===== src/rtl/uart_pkg.sv =====
// uart_pkg: shared FSM encoding and constants for the UART transmit arbiter.
package uart_pkg;
  typedef enum logic [1:0] {IDLE, LOAD, WAIT, ACK} state_e;
  localparam int BYTE_W      = 8;
  localparam int TIMEOUT_DEF = 32;
endpackage


===== src/rtl/uart_tx_arbiter_rr_select.sv =====
// rr_select: combinational round-robin pick, searching from ptr+1 with wrap to 0.
module rr_select #(
  parameter int NUM_REQ = 4
) (
  input  logic [NUM_REQ-1:0] req,
  input  logic [2:0]         ptr,
  output logic [2:0]         winner,
  output logic               valid
);
  logic [7:0] req_ext;
  logic [3:0] sum;
  logic [2:0] idx;
  always_comb begin
    req_ext = 8'(req);
    valid   = |req;
    winner  = '0;
    sum     = '0;
    idx     = '0;
    // Walk offsets from farthest to nearest so the nearest requester overwrites last.
    for (int k = NUM_REQ; k >= 1; k--) begin
      sum = 4'(ptr) + 4'(k);
      idx = (sum >= 4'(NUM_REQ)) ? 3'(sum - 4'(NUM_REQ)) : 3'(sum);
      if (req_ext[idx]) winner = idx;
    end
  end
endmodule


===== src/rtl/uart_tx_arbiter.sv =====
// uart_tx_arbiter: round-robin arbiter feeding one UART transmitter, with done timeout.
// Define UART_ARB_URGENT_EN to let requester 0 win every arbitration it takes part in.
module uart_tx_arbiter
  import uart_pkg::*;
#(
  parameter int NUM_REQ     = 4,
  parameter int TIMEOUT_CYC = TIMEOUT_DEF
) (
  input  logic                      tx_clk,
  input  logic                      rst_n,
  input  logic [NUM_REQ-1:0]        req,
  input  logic [BYTE_W*NUM_REQ-1:0] req_data,
  output logic [NUM_REQ-1:0]        ack,
  output logic                      load_send,
  output logic [BYTE_W-1:0]         data_in,
  input  logic                      done,
  output logic                      busy,
  output logic [2:0]                grant_id,
  output logic                      err
);
  localparam int CW = (TIMEOUT_CYC > 2) ? $clog2(TIMEOUT_CYC) : 1;
  state_e            state_q, state_d;
  logic [BYTE_W-1:0] data_q, data_d, sel_data;
  logic [2:0]        gid_q, gid_d, ptr_q, ptr_d, rr_id, sel_id, ptr_upd;
  logic [CW-1:0]     cnt_q, cnt_d;
  logic              err_q, err_d, rr_valid, timeout;
  rr_select #(.NUM_REQ(NUM_REQ)) u_rr (
    .req    (req),
    .ptr    (ptr_q),
    .winner (rr_id),
    .valid  (rr_valid)
  );
`ifdef UART_ARB_URGENT_EN
  assign sel_id  = req[0] ? 3'd0 : rr_id;
  assign ptr_upd = (gid_q == 3'd0) ? ptr_q : gid_q;
`else
  assign sel_id  = rr_id;
  assign ptr_upd = gid_q;
`endif
  assign timeout = cnt_q == CW'(TIMEOUT_CYC - 1);
  always_comb begin
    sel_data = '0;
    for (int i = 0; i < NUM_REQ; i++)
      if (sel_id == 3'(i)) sel_data = req_data[BYTE_W*i +: BYTE_W];
  end
  always_comb begin
    state_d = state_q;
    data_d  = data_q;
    gid_d   = gid_q;
    ptr_d   = ptr_q;
    cnt_d   = cnt_q;
    err_d   = err_q;
    unique case (state_q)
      IDLE: if (rr_valid) begin
        state_d = LOAD;
        data_d  = sel_data;
        gid_d   = sel_id;
      end
      LOAD: begin
        state_d = WAIT;
        cnt_d   = '0;
      end
      WAIT: begin
        cnt_d   = cnt_q + 1'b1;
        state_d = (done || timeout) ? ACK : WAIT;
        err_d   = err_q | (!done && timeout);
      end
      ACK: begin
        state_d = IDLE;
        ptr_d   = ptr_upd;
      end
      default: state_d = IDLE;
    endcase
  end
  always_ff @(posedge tx_clk or negedge rst_n) begin
    if (!rst_n) begin
      state_q <= IDLE;
      data_q  <= '0;
      gid_q   <= '0;
      ptr_q   <= 3'(NUM_REQ - 1);
      cnt_q   <= '0;
      err_q   <= 1'b0;
    end else begin
      state_q <= state_d;
      data_q  <= data_d;
      gid_q   <= gid_d;
      ptr_q   <= ptr_d;
      cnt_q   <= cnt_d;
      err_q   <= err_d;
    end
  end
  assign load_send = state_q == LOAD;
  assign busy      = state_q != IDLE;
  assign ack       = (state_q == ACK) ? NUM_REQ'(1) << gid_q : '0;
  assign data_in   = data_q;
  assign grant_id  = gid_q;
  assign err       = err_q;
endmodule

===== config.mk =====
export PLATFORM = sky130hd
export DESIGN_NAME = uart_tx_arbiter
export DESIGN_NICKNAME = d
export VERILOG_FILES = /design/src/rtl/uart_pkg.sv /design/src/rtl/uart_tx_arbiter_rr_select.sv /design/src/rtl/uart_tx_arbiter.sv
export SDC_FILE = /design/constraint.sdc
export NUM_CORES = 1
export LEC_CHECK = 0
export CORE_MARGIN = 2
export CORE_UTILIZATION = 40
export DETAILED_ROUTE_END_ITERATION = 16
export PLACE_DENSITY = 0.66
export SLEW_MARGIN = 10
export SYNTH_ARGS = -nofsm -noshare
export SYNTH_HDL_FRONTEND = slang
export SYNTH_SLANG_ARGS = --single-unit

===== constraint.sdc =====
create_clock -name tx_clk -period 3.5 [get_ports tx_clk]
set_input_delay 0.525 -clock tx_clk [delete_from_list [all_inputs] [get_ports tx_clk]]
set_output_delay 0.525 -clock tx_clk [all_outputs]
set_load 0.05 [all_outputs]

==> flow_summary.ini <==
[yosys]
syn_inst = 265
synth_edf_count = 0
ys.flop_type = dfrtp_1
syn_nets = 312
netlist-cell-type-count = 47
synthArstFlopShare = 1.00
synthTopCellsByArea = dfrtp_1, o221ai_1, nand2_1
yosys.area.top_type = dfrtp_1
yosys-top-cells-count = nand2_1, o221ai_1, dfrtp_1, and4_1, o21ai_0
yosysMostFrequentCell = nand2_1
synth_seq_cells = 22
ys_warn_count = 0
avgSynthCellArea_um2 = 8.92
synth_area_um2 = 2360
synth_top_area_share = 0.212
synth_seq_area_share = 0.234

[sta]
skew_ns = 0.00231
setup_viol = 0
relSlewSlack = 0.302
maxSlewViolCount = 0
layout_worst_path_cycle_share = 0.900
worst_slack_ns = 0.350
fmax_mhz = 317
fin_crit_ns = 3.15
rsz0062_at_grt = false
hold_viol = 0
worst_pin_slew_ns = 1.04
tns_ns = 0
hold_slack_ns = 0.485

[clock_tree]
cts_root_buf = clkbuf_8
cts.clk_slew.worst_paths_ns = 0.09
clock-sinks = 22
holdBufCountCts = 0
post-cts-setup-buffer-count = 0
cts_tree = done
ctsHtreeMaxLevel = 1
cts_buffers = 3
clockBufferDepth = 2
cts.repair.resized = 0
clkLatencyLatePin_ns = 0.28

[critical_path]
path_delay_family = flip-flops
cp_slowest_cell = dfstp_2
cp-start-kind = flop
worstPathCellList = inv_1 -> ha_1 -> mux2i_1 -> mux2i_4 -> o31ai_4 -> buf_4 -> nand2_4 -> o221ai_1 -> and3_1 -> o41ai_2
cpPeakStageDelay_ns = 0.61
path_class = flop to flop
cp_max_fo = 17
crit_arrival_ns = 3.31
end_kind = flop
path_buf_inv = 2
cp.required_ns = 3.66

[grt]
grt_max_degree = 38
antenna_found_initial = 0
grt-ovfl-total = 0
grt_pass1_vias = 2093
grt_use_total = 0.207
grt_pass1_wl_um = 10700

[drt]
wl_per_cell_um = 16.9
drcViolationCount = 0
drt_wl_total_um = 6500
firstDrtPassIters = 4
ant_nets = 0
viasPerCell = 6.04
vias = 2325
drtIter0Drc = 209

[cells_and_area]
drive_gt1_frac = 0.139
fin_nets = 358
fillerInstances = 583
utilization = 0.519
postLayoutCellArea_um2 = 3020
area_growth_pct = 27.5
instances_no_fill = 385
antenna_cells = 0

[placement]
dp_hpwl_um = 4510
dpl_cell_area_um2 = 2940
dp.cells = 381
place.gp.congestion = 0.876
preCtsSetupSlack_ns = 0.358
port_buffers = 56

[die]
die_x_um = 80.9
initial_core_util = 0.407
fp.dieH_um = 80.9
row_count = 28
core-area_um2 = 5820
fp.dieArea_um2 = 6540
boundaryPins = 57

[run]
max-cap-violations = 0

[worst_hold_path]
min_path_type = flop to flop

[power]
p_total_mw = 3.08
vdd_drop_max_v = 0.000631
p_leak_nw = 1.22
p_per_area_nw_per_um2 = 1020

[outcome]
status = finished clean
logic make-up (layout without fill, tap and decap cells):
| logic type | Yosys count | after routing | synth area share |
|---|---|---|---|
| simple gates | 109 | 109 | 0.266 |
| buf+inv | 34 | 79 | 0.0762 |
| mux | 11 | 11 | 0.0561 |
| flops | 22 | 22 | 0.234 |
| compound gates | 81 | 81 | 0.325 |
| fa+ha+maj | 8 | 8 | 0.0423 |
area by class of cell:
class | count | area [um^2] | area share
Sequential cell | 22 | 553 | 0.183
Inverter | 10 | 37.5 | 0.0124
Timing Repair Buffer | 65 | 628 | 0.208
Tap cell | 75 | 93.8 | 0.0311
Clock buffer | 3 | 41.3 | 0.0137
Clock inverter | 1 | 30.0 | 0.00996
Multi-Input combinational cell | 209 | 1630 | 0.541
layout by cell type, fill, tap and decap left out, drive strengths merged, types with 2 or more instances in the layout:
| master | Yosys | final |
|---|---|---|
| clkdlybuf4s50 | 0 | 56 |
| nand2 | 40 | 40 |
| o221ai | 34 | 34 |
| dfrtp | 20 | 20 |
| and4 | 16 | 16 |
| o21ai | 16 | 16 |
| and3 | 11 | 11 |
| inv | 10 | 10 |
| buf | 16 | 9 |
| a22oi | 9 | 9 |
| nor4 | 8 | 8 |
| and3b | 8 | 8 |
| o41ai | 8 | 8 |
| ha | 8 | 8 |
| nor2 | 7 | 7 |
| nand3 | 6 | 6 |
| mux2i | 6 | 6 |
| mux2 | 5 | 5 |
| nor2b | 4 | 4 |
| a21oi | 3 | 3 |
| and2 | 3 | 3 |
| clkbuf | 8 | 3 |
| o31ai | 3 | 3 |
| nand2b | 2 | 2 |
| a31oi | 2 | 2 |
| dfstp | 2 | 2 |
flip-flops by register name (all words and copies together) (netlist names):
register / count
err: 1
grant_id: 3
data_in: 8
ptr_q: 3
cnt_q: 5
state_q: 2
where the power goes:
group | switching (mW) | internal, mW | leakage, nW
Sequential | 0.0874 | 0.358 | 0.278
Combinational | 1.45 | 0.929 | 0.905
Clock | 0.101 | 0.153 | 0.0357
per-layer routing:
layer	vias up	GRT usage	wire length [um]
li1	1141	-	-
met1	1102	0.310	3140
met2	78	0.306	2850
met3	4	0.0422	458
met4	0	0.0475	52
met5	-	0	0
worst reg2reg max path: cells and delay by family, from the launching register on:
family                   cells  cell delay, ns
multiplexers                 2            0.51
AO/OA/AOI/OAI                3            0.52
flip-flops                   1            0.61
buffers and inverters        2            0.40
adder cells (fa/ha/maj)      1            0.57
AND/OR/NAND/NOR              2            0.43
final timing paths:
kind,depth (start not counted),endpoint,from,slack (ns)
max,10,data_in[2]$_DFFE_PN0P_,ptr_q[1]$_DFFE_PN1P_,0.35
min,2,data_in[7]$_DFFE_PN0P_,data_in[7]$_DFFE_PN0P_,0.48
max reg2reg,10,data_in[2]$_DFFE_PN0P_,ptr_q[1]$_DFFE_PN1P_,0.35
min reg2reg,2,data_in[7]$_DFFE_PN0P_,data_in[7]$_DFFE_PN0P_,0.48
max in group asynchronous,2,ptr_q[0]$_DFFE_PN1P_,rst_n,1.98
min in group asynchronous,1,cnt_q[0]$_DFFE_PN0P_,rst_n,0.81
Note: power is estimated with default switching activity, not from simulation.
